`src/rtl/hazard_ctrl.sv`:
```
// Pipeline hazard controller: load-use and multi-cycle multiply stalls, branch flush,
// and EX operand forwarding selects computed in ID and registered into EX.
module hazard_ctrl #(
  parameter int unsigned REG_AW  = 3,
  parameter int unsigned MUL_LAT = 4
) (
  input  logic              clk,
  input  logic              rst_n,
  input  logic              id_valid,
  input  logic [REG_AW-1:0] id_rs,
  input  logic [REG_AW-1:0] id_rt,
  input  logic [REG_AW-1:0] id_rd,
  input  logic              id_use_rs,
  input  logic              id_use_rt,
  input  logic              id_imm,
  input  logic              id_reg_write,
  input  logic              id_mem_read,
  input  logic              id_is_mul,
  input  logic              ex_branch_taken,
  output logic              stall,
  output logic              flush_id,
  output logic              bubble_ex,
  output logic [1:0]        fwd_a_sel,
  output logic [1:0]        fwd_b_sel,
  output logic              imm_sel_ex,
  output logic [1:0]        state
);

  typedef enum logic [1:0] {
    StRun       = 2'b00,
    StLoadStall = 2'b01,
    StMulBusy   = 2'b10
  } state_e;

  typedef struct packed {
    logic              valid;
    logic [REG_AW-1:0] rd;
    logic              reg_write;
    logic              mem_read;
  } shadow_t;

  localparam logic [3:0] MulCnt = 4'(MUL_LAT - 1);

  state_e     r_state;
  logic [3:0] r_cnt;
  // Index 0 = EX, 1 = MEM, 2 = WB.
  shadow_t    r_pipe [3];
  logic [1:0] r_fwd_a;
  logic [1:0] r_fwd_b;
  logic       r_imm;

  logic       w_rt_read;
  logic       w_ex_a, w_ex_b, w_mem_a, w_mem_b;
  logic       w_load_use;
  logic       w_busy;
  logic       w_advance;
  logic [1:0] w_fwd_a, w_fwd_b;
  shadow_t    w_new;

  function automatic logic hit(shadow_t e, logic [REG_AW-1:0] r);
    return e.valid & e.reg_write & (e.rd != '0) & (e.rd == r);
  endfunction

  always_comb begin
    // An immediate replaces rt on operand B, so rt is not a real read.
    w_rt_read  = id_use_rt & ~id_imm;
    w_ex_a     = id_use_rs & hit(r_pipe[0], id_rs);
    w_ex_b     = w_rt_read & hit(r_pipe[0], id_rt);
    w_mem_a    = id_use_rs & hit(r_pipe[1], id_rs);
    w_mem_b    = w_rt_read & hit(r_pipe[1], id_rt);
    w_load_use = id_valid & r_pipe[0].mem_read & (w_ex_a | w_ex_b);
    w_busy     = (r_state == StMulBusy);
    stall      = w_busy | (w_load_use & ~ex_branch_taken);
    bubble_ex  = w_busy | w_load_use | ex_branch_taken;
    flush_id   = ex_branch_taken;
    w_advance  = id_valid & ~stall & ~bubble_ex;
    w_fwd_a    = w_ex_a ? 2'b01 : (w_mem_a ? 2'b10 : 2'b00);
    w_fwd_b    = w_ex_b ? 2'b01 : (w_mem_b ? 2'b10 : 2'b00);
    w_new      = '{valid: 1'b1, rd: id_rd, reg_write: id_reg_write, mem_read: id_mem_read};
  end

  always_ff @(posedge clk or negedge rst_n) begin
    if (!rst_n) begin
      r_state <= StRun;
      r_cnt   <= 4'd0;
      for (int i = 0; i < 3; i++) r_pipe[i] <= '0;
      r_fwd_a <= 2'b00;
      r_fwd_b <= 2'b00;
      r_imm   <= 1'b0;
    end else begin
      r_pipe[0] <= w_advance ? w_new : '0;
      r_pipe[1] <= r_pipe[0];
      r_pipe[2] <= r_pipe[1];
      r_fwd_a   <= w_advance ? w_fwd_a : 2'b00;
      r_fwd_b   <= w_advance ? w_fwd_b : 2'b00;
      r_imm     <= w_advance ? id_imm : 1'b0;
      case (r_state)
        StMulBusy: begin
          // A branch here only flushes; the countdown continues untouched.
          r_cnt <= r_cnt - 4'd1;
          if (r_cnt < 4'd2) r_state <= StRun;
        end
        default: begin
          if (w_advance && id_is_mul) begin
            r_state <= StMulBusy;
            r_cnt   <= MulCnt;
          end else if (w_load_use && !ex_branch_taken) begin
            r_state <= StLoadStall;
          end else begin
            r_state <= StRun;
          end
        end
      endcase
    end
  end

  assign fwd_a_sel  = r_fwd_a;
  assign fwd_b_sel  = r_fwd_b;
  assign imm_sel_ex = r_imm;
  assign state      = r_state;

endmodule
```
`config.mk`:
```
export PLATFORM = sky130hd
export DESIGN_NAME = hazard_ctrl
export DESIGN_NICKNAME = d
export VERILOG_FILES = /design/src/rtl/hazard_ctrl.sv
export SDC_FILE = /design/constraint.sdc
export NUM_CORES = 1
export LEC_CHECK = 0
export ABC_AREA = 0
export CELL_PAD_IN_SITES_DETAIL_PLACEMENT = 0
export CELL_PAD_IN_SITES_GLOBAL_PLACEMENT = 1
export CORE_AREA = 2 2 58 60
export CTS_CLUSTER_DIAMETER = 60
export DETAILED_ROUTE_END_ITERATION = 6
export DIE_AREA = 0 0 60 62
export HOLD_SLACK_MARGIN = 0.12
export PLACE_DENSITY = 0.8
export REMOVE_ABC_BUFFERS = 1
export SLEW_MARGIN = 25
export SYNTH_ARGS = -nofsm -noshare
export SYNTH_HDL_FRONTEND = slang
export SYNTH_SLANG_ARGS = --single-unit
```
`constraint.sdc`:
```
create_clock -name clk -period 2.9 [get_ports clk]
set_clock_uncertainty 0.15 [all_clocks]
set_input_delay 0.87 -clock clk [delete_from_list [all_inputs] [get_ports clk]]
set_output_delay 0.87 -clock clk [all_outputs]
set_load 0.01 [all_outputs]
```
==> results_dict.tcl <==
set metrics [dict create \
    status "complete, but fails checks" \
    failed_checks "setup timing" \
    irDropWorstVdd_uv 263 \
    holdCritPathClass "reg -> reg" \
    wl_per_cell_um 11.3 \
    hpwl_mm 1.65 \
    yosys.area.top_type "dfrtp_1" \
    holdWs_ns 0.270 \
    ys.flop_type "dfrtp_1" \
    layout-drive-gt1-share_pct 32.0 \
    worst_hold_path.num_cells 0 \
    p_leak_uw 0.000720 \
    syn_area_sq_um 1030 \
    grt_pass1_vias 825 \
    drc 0 \
    portBuffers 28 \
    dr.pass1.iters 4 \
    pre_cts_slack_ns -0.757 \
    r2r-end "r_cnt[1]" \
    setup_viol 1 \
    initial_utilization_pct 32.5 \
    fmax_mhz 343 \
    cts_made_buffers 3 \
    viasPerCell 4.56 \
    synth_top_area_share_pct 53.2 \
    fp.coreArea_sq_um 3180 \
    wirelength_mm 2.22 \
    cts_tree "built" \
    synthCells 98 \
    gp_congestion 0.829 \
    worst_pin_slew_ns 0.485 \
    setup_ws_ns -0.0149 \
    antenna_cells 0 \
    synth_warnings 0 \
    synthMostInstantiatedCell "dfrtp_1" \
    synthTopCellsByArea "dfrtp_1, xnor2_1, nor2_1" \
    io_pins 29 \
    hold_buffers 0 \
    crit_required_ns 1.88 \
    hold_violations 0 \
    synth-edff-count 0 \
    grt_pass1_wl_mm 3.55 \
    cts_root_buf "clkbuf_4" \
    worst-endpoint-arrival_ns 1.89 \
    yosys.cell_types.count 31 \
    overflow 0 \
    power.total_uw 922 \
    postRouteAntennaNets 0 \
    clock_path_buffers 2 \
    synth_common_cells "dfrtp_1, nor2_1, xnor2_1, nand2_1, nand4_1" \
    critPathLaunchType "primary input" \
    gr-usage-all-layers_pct 12.6 \
    slew_viol_final 0 \
    place_inst 181 \
    startpoint "id_use_rs" \
    clock-sinks 22 \
    die_w_um 60 \
    die_area_sq_um 3720 \
    hp-start "r_pipe[13]" \
    grt_max_degree 23 \
    hold-path-endpoint "r_pipe[7]" \
    cp-end-kind "output port" \
    htree_levels 1 \
    period_needed_ns 2.91 \
    crit_type "in -> out" \
    rows 21 \
    reg2reg_from "r_pipe[14]" \
    fin_cells 196 \
    p_per_area_nw_per_um2 583 \
    drt-initial-drc-count 17 \
    rsz0062_at_grt "yes" \
    ff2ff_path_depth 8 \
    die_h_um 62 \
    vias 893 \
    clkTransAtPathRegs_ns 0.12 \
    insertion_delay_ns 0.30 \
    drv_cap 0 \
    synth-seq-area-share_pct 53.2 \
    layout.nets 171 \
    reg2reg_slack_ns 0.85 \
    ys_ff_latch 22 \
    worstPathMaxFanout 2 \
    relSlewSlack_pct 67.6 \
    postSynthAreaPerCell_sq_um 10.6 \
    fin_crit_sh_pct 101 \
    antenna_found_initial 0 \
    async_flop_share_pct 100 \
    syn_to_final_growth_pct 52.7 \
]
repair_timing:
action | 4_1_cts | 5_1_grt
cloned | 0 | 0
endpoints found under the hold margin | 0 | 0
setup buffers | 4 | 7
pin swaps | 7 | 8
gates resized for setup | 44 | 11
setup endpoints to repair | 3 | 2
layout make-up:
type | instances | area, sq um
Clock buffer | 3 | 22.5
Sequential cell | 22 | 554
Fill cell | 300 | 1600
Tap cell | 46 | 57.6
Multi-Input combinational cell | 70 | 484
Clock inverter | 1 | 30.0
Timing Repair Buffer | 52 | 424
Inverter | 2 | 7.51
cells in the final DEF (no fill, tap or decap), drive strengths merged:
cell	n
a21o	2
a211o	1
nand2b	1
nor2b	3
xnor2	12
a311oi	1
bufinv	1
inv	2
nor4	4
nor2	12
dfrtp	22
nand2	9
clkdlybuf4s50	16
ha	1
clkbuf	3
a2111oi	1
or4b	1
buf	34
nor3	1
nand3	1
o31ai	1
dlygate4sd2	2
and4	1
nand4	6
xor2	1
and2	2
a21oi	2
o21ai	1
a211oi	2
a32o	1
or3	3
layer usage:
| layer | share of wire, % | global-route usage [%] | vias to the layer above |
|---|---|---|---|
| met5 | 0 | 0 | - |
| met4 | 1.0 | 4.76 | 0 |
| met3 | 2.5 | 1.45 | 2 |
| met2 | 51 | 21.7 | 15 |
| met1 | 46 | 16.2 | 423 |
| li1 | - | - | 453 |
cell families (layout without fill, tap and decap cells):
logic type | Yosys count | in the layout | share of synthesized area [%]
compound gates | 12 | 12 | 8.95
xor+xnor | 13 | 13 | 11.0
fa+ha+maj | 1 | 1 | 1.21
buf+inv | 6 | 58 | 3.39
flops | 22 | 22 | 53.2
simple gates | 44 | 44 | 22.2
through the flow:
stage | area (sq um) | utilization (%) | setup TNS [ns]
final | 1580 | 49.7 | -0.0149
after global placement | 1440 | 45.4 | -1.51
after detailed placement | 1440 | 45.4 | -1.53
after floorplan | 1010 | - | 0
after CTS | 1490 | 46.7 | 0
after global routing | 1580 | 49.7 | -0.109
worst max path at each step:
stage,to
floorplan,bubble_ex
detailed placement,bubble_ex
global route,bubble_ex
CTS,bubble_ex
global placement,bubble_ex
finish,bubble_ex
state kept, by name, summed over array words and instances (netlist names):
signal,cells
imm_sel_ex,1
r_pipe,11
state,2
fwd_a_sel,2
r_cnt,4
fwd_b_sel,2
report_power, final:
group / switching (uW) / internal (uW) / leakage (uW)
clock network: 91.6 / 139 / 0.0000279
logic: 130 / 160 / 0.000403
registers: 43.1 / 357 / 0.000289
worst max-delay path: stages:
cell and delay [ns]:
dlygate4sd2_1 0.24, nand4_1 0.13, a21oi_2 0.08, buf_4 0.14
a211o_1 0.29, buf_2 0.14
(Power assumes the default switching activity.)
